## src/rtl/sd_pulse_spacer.sv

```systemverilog
// Event-rate conditioner: counts incoming single-cycle events and re-emits them
// as single-cycle pulses spaced exactly `gap` cycles apart while backlog exists.
module sd_pulse_spacer #(
  parameter int width = 4,
  parameter int gap   = 8,
  parameter int tw    = 4
) (
  input  logic             clk,
  input  logic             reset,
  input  logic             pulse_in,
  input  logic             ovf_clr,
  output logic             pulse_out,
  output logic [width-1:0] pending,
  output logic             overflow
);

  typedef enum logic {IDLE, SPACE} state_t;

  localparam logic [width-1:0] CAP    = '1;
  // SPACE lasts gap-1 cycles; the timer counts down to zero inclusive.
  localparam logic [tw-1:0]    RELOAD = tw'(gap - 2);

  state_t           state_q, state_d;
  logic [tw-1:0]    timer_q, timer_d;
  logic             pulse_out_q, pulse_out_d;
  logic [width-1:0] pending_q, pending_d;
  logic             overflow_q, overflow_d;
  logic             emit;
  logic             drop;

  // Saturating update of the backlog count; an increment at full is discarded.
  function automatic logic [width-1:0] sat_step(input logic [width-1:0] cnt,
                                                input logic inc,
                                                input logic dec);
    logic [width-1:0] res;
    res = cnt;
    if (inc && !dec) begin
      if (cnt != CAP) res = cnt + 1'b1;
    end else if (dec && !inc) begin
      if (cnt != '0) res = cnt - 1'b1;
    end
    return res;
  endfunction

  always_comb begin
    emit        = (state_q == IDLE) && ((pending_q != '0) || pulse_in);
    drop        = pulse_in && !emit && (pending_q == CAP);
    pulse_out_d = emit;
    pending_d   = sat_step(pending_q, pulse_in, emit);
    overflow_d  = overflow_q;
    if (drop)         overflow_d = 1'b1;
    else if (ovf_clr) overflow_d = 1'b0;
    state_d = state_q;
    timer_d = timer_q;
    if (emit) begin
      state_d = SPACE;
      timer_d = RELOAD;
    end else if (state_q == SPACE) begin
      if (timer_q == '0) state_d = IDLE;
      else               timer_d = timer_q - 1'b1;
    end
  end

  always_ff @(posedge clk) begin
    if (reset) begin
      state_q     <= IDLE;
      timer_q     <= '0;
      pulse_out_q <= 1'b0;
      pending_q   <= '0;
      overflow_q  <= 1'b0;
    end else begin
      state_q     <= state_d;
      timer_q     <= timer_d;
      pulse_out_q <= pulse_out_d;
      pending_q   <= pending_d;
      overflow_q  <= overflow_d;
    end
  end

  assign pulse_out = pulse_out_q;
  assign pending   = pending_q;
  assign overflow  = overflow_q;

endmodule

```

## config.mk

```make
export PLATFORM = sky130hd
export DESIGN_NAME = sd_pulse_spacer
export DESIGN_NICKNAME = d
export VERILOG_FILES = /design/src/rtl/sd_pulse_spacer.sv
export SDC_FILE = /design/constraint.sdc
export NUM_CORES = 1
export LEC_CHECK = 0
export ABC_AREA = 1
export CAP_MARGIN = 20
export CORE_AREA = 8 8 45 47
export CTS_BUF_LIST = sky130_fd_sc_hd__clkbuf_2 sky130_fd_sc_hd__clkbuf_4 sky130_fd_sc_hd__clkbuf_8
export CTS_CLUSTER_DIAMETER = 60
export DETAILED_ROUTE_END_ITERATION = 12
export DIE_AREA = 0 0 53 55
export PLACE_DENSITY_LB_ADDON = 0.05
export SLEW_MARGIN = 30
export SYNTH_ARGS = -nofsm -noshare
export SYNTH_HDL_FRONTEND = slang
export SYNTH_SLANG_ARGS = --single-unit
```

## constraint.sdc

```tcl
create_clock -name clk -period 1.3 [get_ports clk]
set_input_delay 0.26 -clock clk [delete_from_list [all_inputs] [get_ports clk]]
set_output_delay 0.26 -clock clk [all_outputs]
set_load 0.01 [all_outputs]
```

Word-level counts from Yosys, hierarchy flattened
Cells that the tools add are included.
{"block": "op_classes", "n_reduce_logical": 17, "order_cmp": 0, "bitwise_logic": 2, "n_eq_ne": 4, "addsub": 3, "shifts": 0, "multipliers": 0, "div_mod_pow": 0, "muxes": 12}
{"cell": "$mux W4", "n": 4}
{"cell": "$mux W3", "n": 3}
{"cell": "$reduce_bool A2 Y1", "n": 4}
{"cell": "$sub A4 B1 Y4 const B", "n": 2}
{"cell": "$mux W1", "n": 5}
{"cell": "$add A4 B1 Y4 const B", "n": 1}
{"cell": "$eq A4 B4 Y1 const B", "n": 1}
{"cell": "$logic_and A1 B1 Y1", "n": 4}
{"cell": "$logic_not A4 Y1", "n": 1}
{"cell": "$ne A4 B4 Y1 const B", "n": 1}
{"cell": "$reduce_and A2 Y1", "n": 2}
{"cell": "$reduce_bool A4 Y1", "n": 1}
{"cell": "$reduce_and A3 Y1", "n": 1}
{"cell": "$logic_not A1 Y1", "n": 2}
{"cell": "$ne A2 B1 Y1 const B", "n": 1}
{"cell": "$ne A2 B2 Y1 const B", "n": 1}
{"cell": "$not A1 Y1", "n": 2}
{"cell": "$reduce_or A2 Y1", "n": 1}
{"cell": "$logic_or A1 B1 Y1", "n": 1}
{"block": "totals", "latch_bits": 0, "word_cells": 44, "rom_bits": 0, "mem_bits_rw": 0, "regBits": 11, "input_bits": 4, "out_inout_bits": 6, "mem_count": 0}

Depth between registers and ports, before layout
{"block": "logic_depth", "word_depth": 7, "depth_mapped": 9, "ltp_nobuf": 9}

Least setup slack after synthesis
Ideal clock, no wire load.
{"block": "synth_timing", "path_type": "register to register", "start": "register state_q", "end": "register pending_q[3], in the netlist pending[3]", "t_arrival_ns": 1.273, "period_less_slack_ns": 1.339, "path_buffers": 0, "t_required_ns": 1.234, "path_slack_ns": -0.039, "stages_incl_launch_ff": 10, "setup_time_ns": 0.066, "cell_sequence": "dfxtp_1 -> nand2_2 -> ha_1 -> nand2_1 -> nand2_1 -> nor2_1 -> nand2_1 -> nand2_1 -> nand2_1 -> a21oi_2"}
{"block": "synth_between", "elab_chain_cells": 6, "word_cells_on_any_way": 10, "classes_between": "1 x eq/ne; 1 x mux; 1 x bitwise; 7 x reduce/logical"}
{"item": "start, declared", "line": "23", "rtl": "state_t state_q, state_d;"}
{"item": "start signal, assigned", "line": "72", "rtl": "state_q <= state_d;"}
{"item": "$not A1 Y1 *", "line": "46", "rtl": "emit = (state_q == IDLE) && ((pending_q != '0) || pulse_in);"}
{"item": "$logic_and A1 B1 Y1 *", "line": "46"}
{"item": "$logic_not A1 Y1", "line": "37", "rtl": "if (inc && !dec) begin"}
{"item": "$logic_and A1 B1 Y1", "line": "37"}
{"item": "$ne A2 B1 Y1 (no source line) / $reduce_bool A2 Y1 (equally long branches)"}
{"item": "$reduce_and A3 Y1 (no source line)"}
{"item": "end signal, assigned", "line": "75", "rtl": "pending_q <= pending_d;"}
{"item": "end, declared", "line": "26", "rtl": "logic [width-1:0] pending_q, pending_d;"}
Mark *: on every way between the ends. The rest lies on a longest branch, timed or not.
A chain may end at the register's enable or synchronous reset.

Worst setup path in the final report
{"block": "layout_timing", "start": "register state_q", "end": "register pending_q[2], in the netlist pending[2]"}
The elaborated chain is that of the path after synthesis.

==> report_table.html <==
<table>
<tr><th>Metric</th><th>Value</th></tr>
<tr><th colspan="2">Clock network</th></tr>
<tr><td>Clock Pin Slew Worst Setup and Hold Paths</td><td>70 ps</td></tr>
<tr><td>Count of clock tree sinks</td><td>11</td></tr>
<tr><td>Root Buffer</td><td>clkbuf_4</td></tr>
<tr><td>CTS buffer count</td><td>3</td></tr>
<tr><td>H-tree level count</td><td>1</td></tr>
<tr><td>Clock latency on the worst-skew pair</td><td>270 ps</td></tr>
<tr><td>Clock tree from TritonCTS</td><td>done</td></tr>
<tr><td>Maximum clock insertion buffer count</td><td>2</td></tr>
<tr><td>Post-CTS Repair Setup Buffers</td><td>0</td></tr>
<tr><th colspan="2">Yosys</th></tr>
<tr><td>Async set-or-reset flop fraction in the synthesized netlist</td><td>0</td></tr>
<tr><td>Syn nets</td><td>93</td></tr>
<tr><td>Count of different cell masters after synthesis</td><td>20</td></tr>
<tr><td>Most used standard cells in the synthesized netlist</td><td>19 x nor2_1, 18 x nand2_1, 11 x dfxtp_1</td></tr>
<tr><td>Share of the yosys chip area belonging to registers</td><td>0.369</td></tr>
<tr><td>Synth Area in XOR/XNOR</td><td>0.0147</td></tr>
<tr><td>Average size of a mapped cell</td><td>6.94 sq um</td></tr>
<tr><td>Synthesized-area fraction occupied by ao, oa, aoi and oai cells</td><td>0.140</td></tr>
<tr><td>Adder-Cell Fraction of Synth Area</td><td>0.0755</td></tr>
<tr><td>Leading cell type by number of instances after synthesis</td><td>nor2_1</td></tr>
<tr><td>Post-synth EDFFs</td><td>0</td></tr>
<tr><td>Area share of the leading cell type in the synthesized netlist</td><td>0.369</td></tr>
<tr><td>Simple-gate portion of the synthesized area</td><td>0.325</td></tr>
<tr><td>Library cell with the largest summed area after synthesis</td><td>dfxtp_1</td></tr>
<tr><td>Commonest register cell after synthesis</td><td>dfxtp_1</td></tr>
<tr><td>Flip-flop and latch count after synthesis</td><td>11</td></tr>
<tr><td>Cell types with the largest area share after synthesis</td><td>dfxtp_1 37%, nor2_1 12%, nand2_1 11%</td></tr>
<tr><td>Combinational family with the most area after synthesis</td><td>simple AND/OR/NAND/NOR gates</td></tr>
<tr><td>Post-Synthesis Cell Area</td><td>597 sq um</td></tr>
<tr><td>Synthesized instance count</td><td>86</td></tr>
<tr><td>YS warnings</td><td>0</td></tr>
<tr><td>Mux share of post-synthesis cell area</td><td>0</td></tr>
<tr><th colspan="2">Power and ir drop</th></tr>
<tr><td>Total chip power</td><td>0.00183 W</td></tr>
<tr><td>Max VDD drop</td><td>1.13 mV</td></tr>
<tr><td>Pwr Density</td><td>2260 nW/um^2</td></tr>
<tr><td>Leakage Power</td><td>0.395 nW</td></tr>
<tr><th colspan="2">STA</th></tr>
<tr><td>Unrepaired setup endpoints after global routing</td><td>true</td></tr>
<tr><td>Final critical-path share of the clock period</td><td>0.958</td></tr>
<tr><td>Final critical path time including I/O delays and setup</td><td>1250 ps</td></tr>
<tr><td>Fin Hold WS</td><td>459 ps</td></tr>
<tr><td>Largest clock skew in the final design</td><td>0.872 ps</td></tr>
<tr><td>Max Freq</td><td>0.803 GHz</td></tr>
<tr><td>Pin slew with the least headroom to its limit</td><td>230 ps</td></tr>
<tr><td>Number of slew-limit violations in the final report</td><td>0</td></tr>
<tr><td>Count of endpoints failing hold in the final timing report</td><td>0</td></tr>
<tr><td>Worst slew margin relative to its limit</td><td>0.846</td></tr>
<tr><td>Final setup fails</td><td>0</td></tr>
<tr><th colspan="2">Global route</th></tr>
<tr><td>Tot GR Track Use</td><td>0.103</td></tr>
<tr><td>Global-route wire length before repair</td><td>2320 um</td></tr>
<tr><td>Overflow after GRT</td><td>0</td></tr>
<tr><td>Pin count of the biggest net entering global routing</td><td>7</td></tr>
<tr><td>Antenna violations before repair</td><td>0</td></tr>
<tr><td>Number of global-route vias before repair</td><td>555</td></tr>
<tr><th colspan="2">Floorplanning</th></tr>
<tr><td>CORE AREA</td><td>1380 sq um</td></tr>
<tr><td>Initial Utilization</td><td>0.431</td></tr>
<tr><td># IOs</td><td>10</td></tr>
<tr><td>Floorplan die width</td><td>53 um</td></tr>
<tr><td>Die height</td><td>55 um</td></tr>
<tr><td>Die footprint</td><td>2920 sq um</td></tr>
<tr><td>Number of placement rows</td><td>14</td></tr>
<tr><th colspan="2">Worst setup path</th></tr>
<tr><td>CP Data Required Time</td><td>1460 ps</td></tr>
<tr><td>Arr. time, crit path</td><td>1410 ps</td></tr>
<tr><td>Kind of start point of the critical path</td><td>flip-flop</td></tr>
<tr><td>Type of the worst setup path</td><td>flip-flop to flip-flop</td></tr>
<tr><td>Kind of capture point of the worst setup path</td><td>flip-flop</td></tr>
<tr><td>List of cells traversed by the critical path</td><td>nand2_4 -&gt; fa_1 -&gt; xnor2_1 -&gt; nand2_1 -&gt; nand2_1 -&gt; a21oi_2</td></tr>
<tr><td>Biggest cell delay along the critical path</td><td>380 ps</td></tr>
<tr><td>Cell at the slowest stage of the critical path</td><td>fa_1</td></tr>
<tr><td>CP Max Fanout</td><td>4</td></tr>
<tr><td>Most common cell type on the critical path</td><td>nand2_1</td></tr>
<tr><th colspan="2">Min path</th></tr>
<tr><td>Worst min path class</td><td>flip-flop to flip-flop</td></tr>
<tr><th colspan="2">Route</th></tr>
<tr><td>Number of DRC violations after detailed routing</td><td>0</td></tr>
<tr><td>Vias after detailed routing</td><td>575</td></tr>
<tr><td>Iter 0 DRT Violations</td><td>9</td></tr>
<tr><td>Per-cell routed wire length</td><td>10.6 um</td></tr>
<tr><td>Via density per instance</td><td>4.75</td></tr>
<tr><td>Number of routed nets with antenna violations</td><td>0</td></tr>
<tr><td>DRT Wirelength</td><td>1290 um</td></tr>
<tr><td>Detailed Routing Iterations Pass 1</td><td>4</td></tr>
<tr><th colspan="2">Layout</th></tr>
<tr><td>Number of diodes</td><td>0</td></tr>
<tr><td>Design Area, Final</td><td>808 sq um</td></tr>
<tr><td>Post-synthesis to final-layout area growth</td><td>35.4%</td></tr>
<tr><td>Nets</td><td>113</td></tr>
<tr><td>Share of post-route cells with drive strength above 1</td><td>0.219</td></tr>
<tr><td>Non-filler instance count after layout</td><td>121</td></tr>
<tr><th colspan="2">Status</th></tr>
<tr><td>Run status</td><td>complete, no violations</td></tr>
<tr><th colspan="2">Placement</th></tr>
<tr><td>Placed Cells</td><td>117</td></tr>
<tr><td>Post-DP HPWL</td><td>1020 um</td></tr>
<tr><td>Final GP Congestion</td><td>0.755</td></tr>
<tr><td>Cell area after placement</td><td>764 sq um</td></tr>
<tr><td>Number of buffers inserted by port buffering</td><td>9</td></tr>
<tr><th colspan="2">Flow run</th></tr>
<tr><td># Max-Cap Violations</td><td>0</td></tr>
</table>
==> kinds of logic (layout without fill, tap and decap cells) <==
family,after synthesis,in the layout
and+or+nand+nor,46,46
buffers and inverters,12,31
adders and majority gates,3,3
AOI/OAI and AO/OA,13,13
xor gates and xnor gates,1,1
DFF,11,11
==> report_power, final <==
| group | switching (W) | total [W] | leakage, nW | internal, W |
|---|---|---|---|---|
| Combinational | 0.000530 | 0.000979 | 0.285 | 0.000448 |
| Clock | 0.000120 | 0.000260 | 0.0184 | 0.000140 |
| Sequential | 0.000133 | 0.000589 | 0.0920 | 0.000456 |
==> cell usage in the layout (no fill, tap or decap), drive strengths merged, types with 2 or more instances in the layout <==
cell / Yosys / final
nand2: 21 / 21
dlygate4sd2: 0 / 7
buf: 0 / 6
inv: 11 / 11
clkdlybuf4s50: 0 / 2
ha: 2 / 2
a21oi: 5 / 5
nand3: 5 / 5
dfxtp: 11 / 11
o21ai: 5 / 5
clkbuf: 0 / 4
nor2: 19 / 19
==> critical path, delay by kind of cell, from the launching register on <==
family,cells,cell delay (ps)
AOI/OAI and AO/OA,1,30
adders and majority gates,1,380
DFF,1,360
and+or+nand+nor,3,230
xor gates and xnor gates,1,140
==> routing by layer <==
| metal | wire length, um | vias to the layer above | global-route usage |
|---|---|---|---|
| li1 | - | 310 | - |
| met1 | 620 | 255 | 0.129 |
| met2 | 599 | 8 | 0.166 |
| met3 | 55 | 2 | 0.0348 |
| met4 | 12 | 0 | 0.0259 |
| met5 | 0 | - | 0 |
==> state kept, by name (all words and copies together) (netlist names) <==
register / count
pulse_out: 1
overflow: 1
state_q: 1
pending: 4
timer_q: 4
==> final timing paths <==
path                              endpoint  slack, ps  cells after the start       start
worst max-delay path            pending[2]         50                      6     state_q
worst max register to register  pending[2]         50                      6     state_q
worst min register to register  timer_q[3]        460                      2  timer_q[3]
worst min-delay path            timer_q[3]        460                      2  timer_q[3]
==> stage by stage <==
stage | setup TNS (ps) | setup slack, ps | utilization
4_1_cts | 0 | 2.53 | 0.583
3_5_place_dp | -1500 | -403 | 0.552
3_3_place_gp | -1380 | -381 | 0.552
2_1_floorplan | 0 | 13.8 | -
6_report | 0 | 55.0 | 0.584
5_1_grt | -87.0 | -45.2 | 0.584
==> final cells by class <==
cell class | count | area (sq um)
Sequential cell | 11 | 225
Multi-Input combinational cell | 63 | 362
Fill cell | 140 | 576
Timing Repair Buffer | 15 | 126
Tap cell | 16 | 20.0
Inverter | 12 | 45.0
Clock buffer | 4 | 30.0
==> timing repair <==
action	CTS	global route
gates resized for setup	12	1
pin swaps	1	0
endpoints found under the setup margin	9	2
hold buffers	0	0
Note: power is estimated with default switching activity, not from simulation.
